[config.mk]
export PLATFORM = sky130hd
export DESIGN_NAME = i2s_tx_core
export DESIGN_NICKNAME = d
export VERILOG_FILES = /design/src/rtl/i2s_tx_core.sv
export SDC_FILE = /design/constraint.sdc
export NUM_CORES = 1
export LEC_CHECK = 0
export CAP_MARGIN = 10
export CELL_PAD_IN_SITES_DETAIL_PLACEMENT = 1
export CELL_PAD_IN_SITES_GLOBAL_PLACEMENT = 2
export CORE_UTILIZATION = 33
export CTS_CLUSTER_SIZE = 40
export DETAILED_ROUTE_END_ITERATION = 7
export GPL_ROUTABILITY_DRIVEN = 0
export HOLD_SLACK_MARGIN = 0.05
export PLACE_DENSITY = 0.86
export RECOVER_POWER = 100
export SYNTH_ARGS = -nofsm -noshare
export SYNTH_HDL_FRONTEND = slang
export SYNTH_SLANG_ARGS = --single-unit
[constraint.sdc]
create_clock -name aud_clk_i -period 3.3 [get_ports aud_clk_i]
set_input_delay 0.99 -clock aud_clk_i [delete_from_list [all_inputs] [get_ports aud_clk_i]]
set_output_delay 0.99 -clock aud_clk_i [all_outputs]
set_load 0.02 [all_outputs]
[src/rtl/i2s_tx_core.sv]
// Philips-format I2S master transmitter: 64 SCK per frame, 32-bit slots, MSB first.
// One-entry holding register feeds the shift register at every slot boundary.
module i2s_tx_core #(
  parameter int DATA_WIDTH = 32,
  parameter int DIV_WIDTH  = 8
) (
  input  logic                  aud_clk_i,
  input  logic                  aud_rst_i,
  input  logic                  en_i,
  input  logic [DIV_WIDTH-1:0]  div_i,
  input  logic [1:0]            wlen_i,
  input  logic [DATA_WIDTH-1:0] data_i,
  input  logic                  valid_i,
  output logic                  ready_o,
  output logic                  sck_o,
  output logic                  ws_o,
  output logic                  sd_o,
  output logic                  busy_o,
  output logic                  udr_o
);

  typedef enum logic {IDLE, RUN} state_t;

  state_t                state_q, state_d;
  logic [DIV_WIDTH-1:0]  div_q, div_d;
  logic [DIV_WIDTH-1:0]  cnt_q, cnt_d;
  logic [1:0]            wlen_q, wlen_d;
  logic [5:0]            bcnt_q, bcnt_d;
  logic                  sck_q, sck_d;
  logic                  ws_q, ws_d;
  logic                  sd_q, sd_d;
  logic                  udr_q, udr_d;
  logic [DATA_WIDTH-1:0] sh_q, sh_d;
  logic [DATA_WIDTH-1:0] hold_q, hold_d;
  logic                  hold_full_q, hold_full_d;

  logic                  accept;
  logic                  load;
  logic [5:0]            nb;
  logic [1:0]            eff_wlen;
  logic [4:0]            shamt;
  logic [DATA_WIDTH-1:0] sh_src;

  // Prefill in IDLE uses the live word length; in RUN the latched one.
  assign eff_wlen = (state_q == RUN) ? wlen_q : wlen_i;
  assign shamt    = {~eff_wlen, 3'b000};
  assign accept   = valid_i & ~hold_full_q;

  always_comb begin
    state_d     = state_q;
    div_d       = div_q;
    cnt_d       = cnt_q;
    wlen_d      = wlen_q;
    bcnt_d      = bcnt_q;
    sck_d       = sck_q;
    ws_d        = ws_q;
    sd_d        = sd_q;
    udr_d       = 1'b0;
    sh_d        = sh_q;
    hold_d      = hold_q;
    hold_full_d = hold_full_q;
    load        = 1'b0;
    nb          = bcnt_q + 6'd1;
    sh_src      = sh_q;

    case (state_q)
      IDLE: begin
        sck_d = 1'b0;
        ws_d  = 1'b0;
        sd_d  = 1'b0;
        if (en_i) begin
          state_d = RUN;
          div_d   = div_i;
          wlen_d  = wlen_i;
          cnt_d   = '0;
          bcnt_d  = 6'd63;
        end
      end
      RUN: begin
        if (cnt_q == div_q) begin
          cnt_d = '0;
          sck_d = ~sck_q;
          if (sck_q) begin
            // Disable only takes effect at the frame wrap so frames are never cut short.
            if ((bcnt_q == 6'd63) && !en_i) begin
              state_d = IDLE;
              ws_d    = 1'b0;
              sd_d    = 1'b0;
            end else begin
              bcnt_d = nb;
              if (nb[4:0] == 5'd0) begin
                load   = 1'b1;
                sh_src = hold_full_q ? hold_q : '0;
                udr_d  = ~hold_full_q;
              end
              sd_d = sh_src[DATA_WIDTH-1];
              sh_d = sh_src << 1;
              ws_d = (nb >= 6'd31) && (nb <= 6'd62);
            end
          end
        end else begin
          cnt_d = cnt_q + DIV_WIDTH'(1);
        end
      end
      default: state_d = IDLE;
    endcase

    if (load)
      hold_full_d = 1'b0;
    if (accept) begin
      hold_d      = data_i << shamt;
      hold_full_d = 1'b1;
    end
  end

  always_ff @(posedge aud_clk_i or posedge aud_rst_i) begin
    if (aud_rst_i) begin
      state_q     <= IDLE;
      div_q       <= '0;
      cnt_q       <= '0;
      wlen_q      <= 2'd3;
      bcnt_q      <= 6'd63;
      sck_q       <= 1'b0;
      ws_q        <= 1'b0;
      sd_q        <= 1'b0;
      udr_q       <= 1'b0;
      sh_q        <= '0;
      hold_q      <= '0;
      hold_full_q <= 1'b0;
    end else begin
      state_q     <= state_d;
      div_q       <= div_d;
      cnt_q       <= cnt_d;
      wlen_q      <= wlen_d;
      bcnt_q      <= bcnt_d;
      sck_q       <= sck_d;
      ws_q        <= ws_d;
      sd_q        <= sd_d;
      udr_q       <= udr_d;
      sh_q        <= sh_d;
      hold_q      <= hold_d;
      hold_full_q <= hold_full_d;
    end
  end

  assign ready_o = ~hold_full_q;
  assign sck_o   = sck_q;
  assign ws_o    = ws_q;
  assign sd_o    = sd_q;
  assign udr_o   = udr_q;
  assign busy_o  = (state_q == RUN);

endmodule

==> flow_metrics.env <==
export IMPL_outcome="complete, no violations"
export IMPL_peakVddDrop_mv=0.233
export IMPL_initial_utilization_pct=33.7
export IMPL_period_minus_slack_ns=2.92
export IMPL_via_per_inst=5.19
export IMPL_synth_avg_cell_area_um2=9.89
export IMPL_syn_num_nets=544
export IMPL_cts_buffer_depth=2
export IMPL_synth_edff_count=0
export IMPL_drt_wl_total_mm=12.2
export IMPL_coreArea_mm2=0.0145
export IMPL_cts_sinks=93
export IMPL_synthesis_area_mm2=0.00488
export IMPL_antenna_found_initial=0
export IMPL_cts_buffers=9
export IMPL_dp_cells=704
export IMPL_cts_tree="yes"
export IMPL_antenna_cells=0
export IMPL_clkTransAtPathRegs_ns=0.07
export IMPL_drv_slew=0
export IMPL_power_mw=2.81
export IMPL_grt_pass1_wl_mm=20.1
export IMPL_postCtsResizedCells=0
export IMPL_synthSimpleGateAreaFrac_pct=17.9
export IMPL_synth_xor_area_share_pct=1.98
export IMPL_worst_pin_slew_ns=1.31
export IMPL_routedWlPerCell_um=16.9
export IMPL_drive_gt1_share_pct=8.96
export IMPL_hold_depth=2
export IMPL_setup_viol=0
export IMPL_fin_hold_ws_ns=0.477
export IMPL_drt_iter0_drc=284
export IMPL_async_flop_share_pct=100
export IMPL_grt_pass1_vias=3869
export IMPL_synth_fa_ha_area_share_pct=1.28
export IMPL_ant_nets=0
export IMPL_ys_seq_area_share_pct=47.9
export IMPL_fp_row_count=44
export IMPL_die_x_um=124
export IMPL_numPortBuffers=51
export IMPL_max_clock_freq_mhz=342
export IMPL_nNetsFinal=582
export IMPL_hold_path_class="flop to flop"
export IMPL_synthFlopType="dfrtp_1"
export IMPL_netlist_cell_type_count=47
export IMPL_cp_start_kind="primary input"
export IMPL_cts_hold_buf=0
export IMPL_ys_ff_latch=93
export IMPL_syn_to_final_growth_pct=20.0
export IMPL_hpwlAfterDp_mm=8.35
export IMPL_final_common_cell="dfrtp_1"
export IMPL_crit_start="wlen_i[0]"
export IMPL_fin_tns_setup_ns=0
export IMPL_leakage_nw=2.46
export IMPL_instances_no_fill=720
export IMPL_synth_compound_area_share_pct=14.7
export IMPL_vias=3735
export IMPL_cap_violations=0
export IMPL_syn_inst=493
export IMPL_min_period_over_period_pct=88.5
export IMPL_power_per_cell_area_mw_per_mm2=480
export IMPL_drcViolationCount=0
export IMPL_synth_area_mux_share_pct=12.9
export IMPL_required_ns=3.53
export IMPL_crit_fanout=33
export IMPL_finClkSkew_ns=0.00541
export IMPL_final_util_pct=40.4
export IMPL_h_tree_depth=3
export IMPL_synth_top_family_by_area="simple AND/OR/NAND/NOR gates"
export IMPL_ioPinCount=52
export IMPL_slew_headroom_pct=12.5
export IMPL_cp_end_kind="flop"
export IMPL_worstSkewPairLatency_ns=0.35
export IMPL_die_h_um=124
export IMPL_cts_setup_buffers=0
export IMPL_grt_max_degree=94
export IMPL_critical_path_class="primary input to flop"
export IMPL_dieArea_mm2=0.0153
export IMPL_dr_pass1_iters=4
export IMPL_r2r_cells=5
export IMPL_rsz0062_at_grt="false"
export IMPL_cts_root_buf="clkbuf_16"
export IMPL_worstReg2RegStart="cnt_q[2]"
export IMPL_grt_overflow=0
export IMPL_yosys_warnings=0
export IMPL_worstPathArrival_ns=3.15
export IMPL_hold_viol_final=0
export IMPL_layout_common_cells="85 x dfrtp_1, 68 x nand2_1, 50 x o21ai_0, 49 x mux2i_1, 42 x clkdlybuf4s50_1"
export IMPL_min_from="hold_q[29]"
export IMPL_grt_usage_pct=17.4
==> cells in the mapped netlist (4+ instances only) <==
cell type	number	share of area, %
dfrtp_1	85	44
nand2_1	68	5.2
mux2i_1	49	10
and2_1	41	5.3
o21ai_0	34	3.5
clkbuf_1	21	1.6
nor2_1	17	1.3
o21ai_1	17	1.7
a21oi_1	13	1.3
nor2b_1	12	1.5
a22o_1	11	2.0
mux2_2	11	2.5
buf_2	10	1.0
nand3_1	10	1.0
o31ai_1	9	1.4
a211oi_1	8	1.2
dfstp_2	8	4.3
xor2_1	8	1.4
a31oi_1	6	0.77
inv_1	6	0.46
ha_1	5	1.3
nand2b_1	4	0.51
==> registers in the layout, indices dropped and copies added (netlist names) <==
| name | flops |
|---|---|
| wlen_q | 2 |
| bcnt_q | 6 |
| sd_o | 1 |
| hold_full_q | 1 |
| sh_q | 31 |
| sck_o | 1 |
| hold_q | 32 |
| busy_o | 1 |
| udr_o | 1 |
| div_q | 8 |
| cnt_q | 8 |
| ws_o | 1 |
==> critical path: stages <==
cell	delay, ns
dlygate4sd3_1	0.55
mux2i_1	0.34
clkbuf_2	0.65
nor2_1	0.34
a22o_1	0.27
==> routing by layer <==
metal | vias to the layer above | GRT usage (%) | routed length, um
met5 | - | 0 | 0
met4 | 0 | 4.07 | 116
met3 | 10 | 4.98 | 467
met2 | 68 | 28.2 | 5890
met1 | 1864 | 22.8 | 5680
li1 | 1793 | - | -
==> per-stage QoR <==
stage | instance area, um^2 | setup slack [ns]
finish | 5850 | 0.379
global route | 5850 | 0.331
CTS | 5910 | 0.804
detailed placement | 5590 | 0.448
global placement | 5590 | 0.513
floorplan | 4880 | 1.12
==> path summary, 6_finish.rpt <==
kind	slack [ns]	endpoint
max in group asynchronous	0.88	sh_q[8]
worst max-delay path	0.38	hold_q[2]
worst min-delay path	0.48	hold_q[29]
worst min register to register	0.48	hold_q[29]
worst max register to register	0.61	bcnt_q[3]
min in group asynchronous	1.61	ws_o
==> power by group <==
group          internal, mW  switching, mW  leakage, nW
Sequential             1.21         0.0936         1.22
Clock                 0.649          0.460        0.152
Combinational         0.199          0.202         1.09
Total                  2.06          0.755         2.46
==> cells by family (layout without fill, tap and decap cells) <==
family / after synthesis / after routing
muxes: 61 / 61
and+or+nand+nor: 169 / 169
buffers and inverters: 39 / 82
AOI/OAI and AO/OA: 115 / 115
DFF: 93 / 93
xor gates and xnor gates: 11 / 11
adders and majority gates: 5 / 5
==> cell type report <==
type	instances	area, um^2
inverter	6	26.3
multi-input combinational	361	2360
sequential	93	2340
timing repair buffer	60	582
clock buffer	13	270
fill	1622	8630
tap	184	230
clock inverter	3	42.5
No activity file was read; power rests on OpenSTA's default activity.
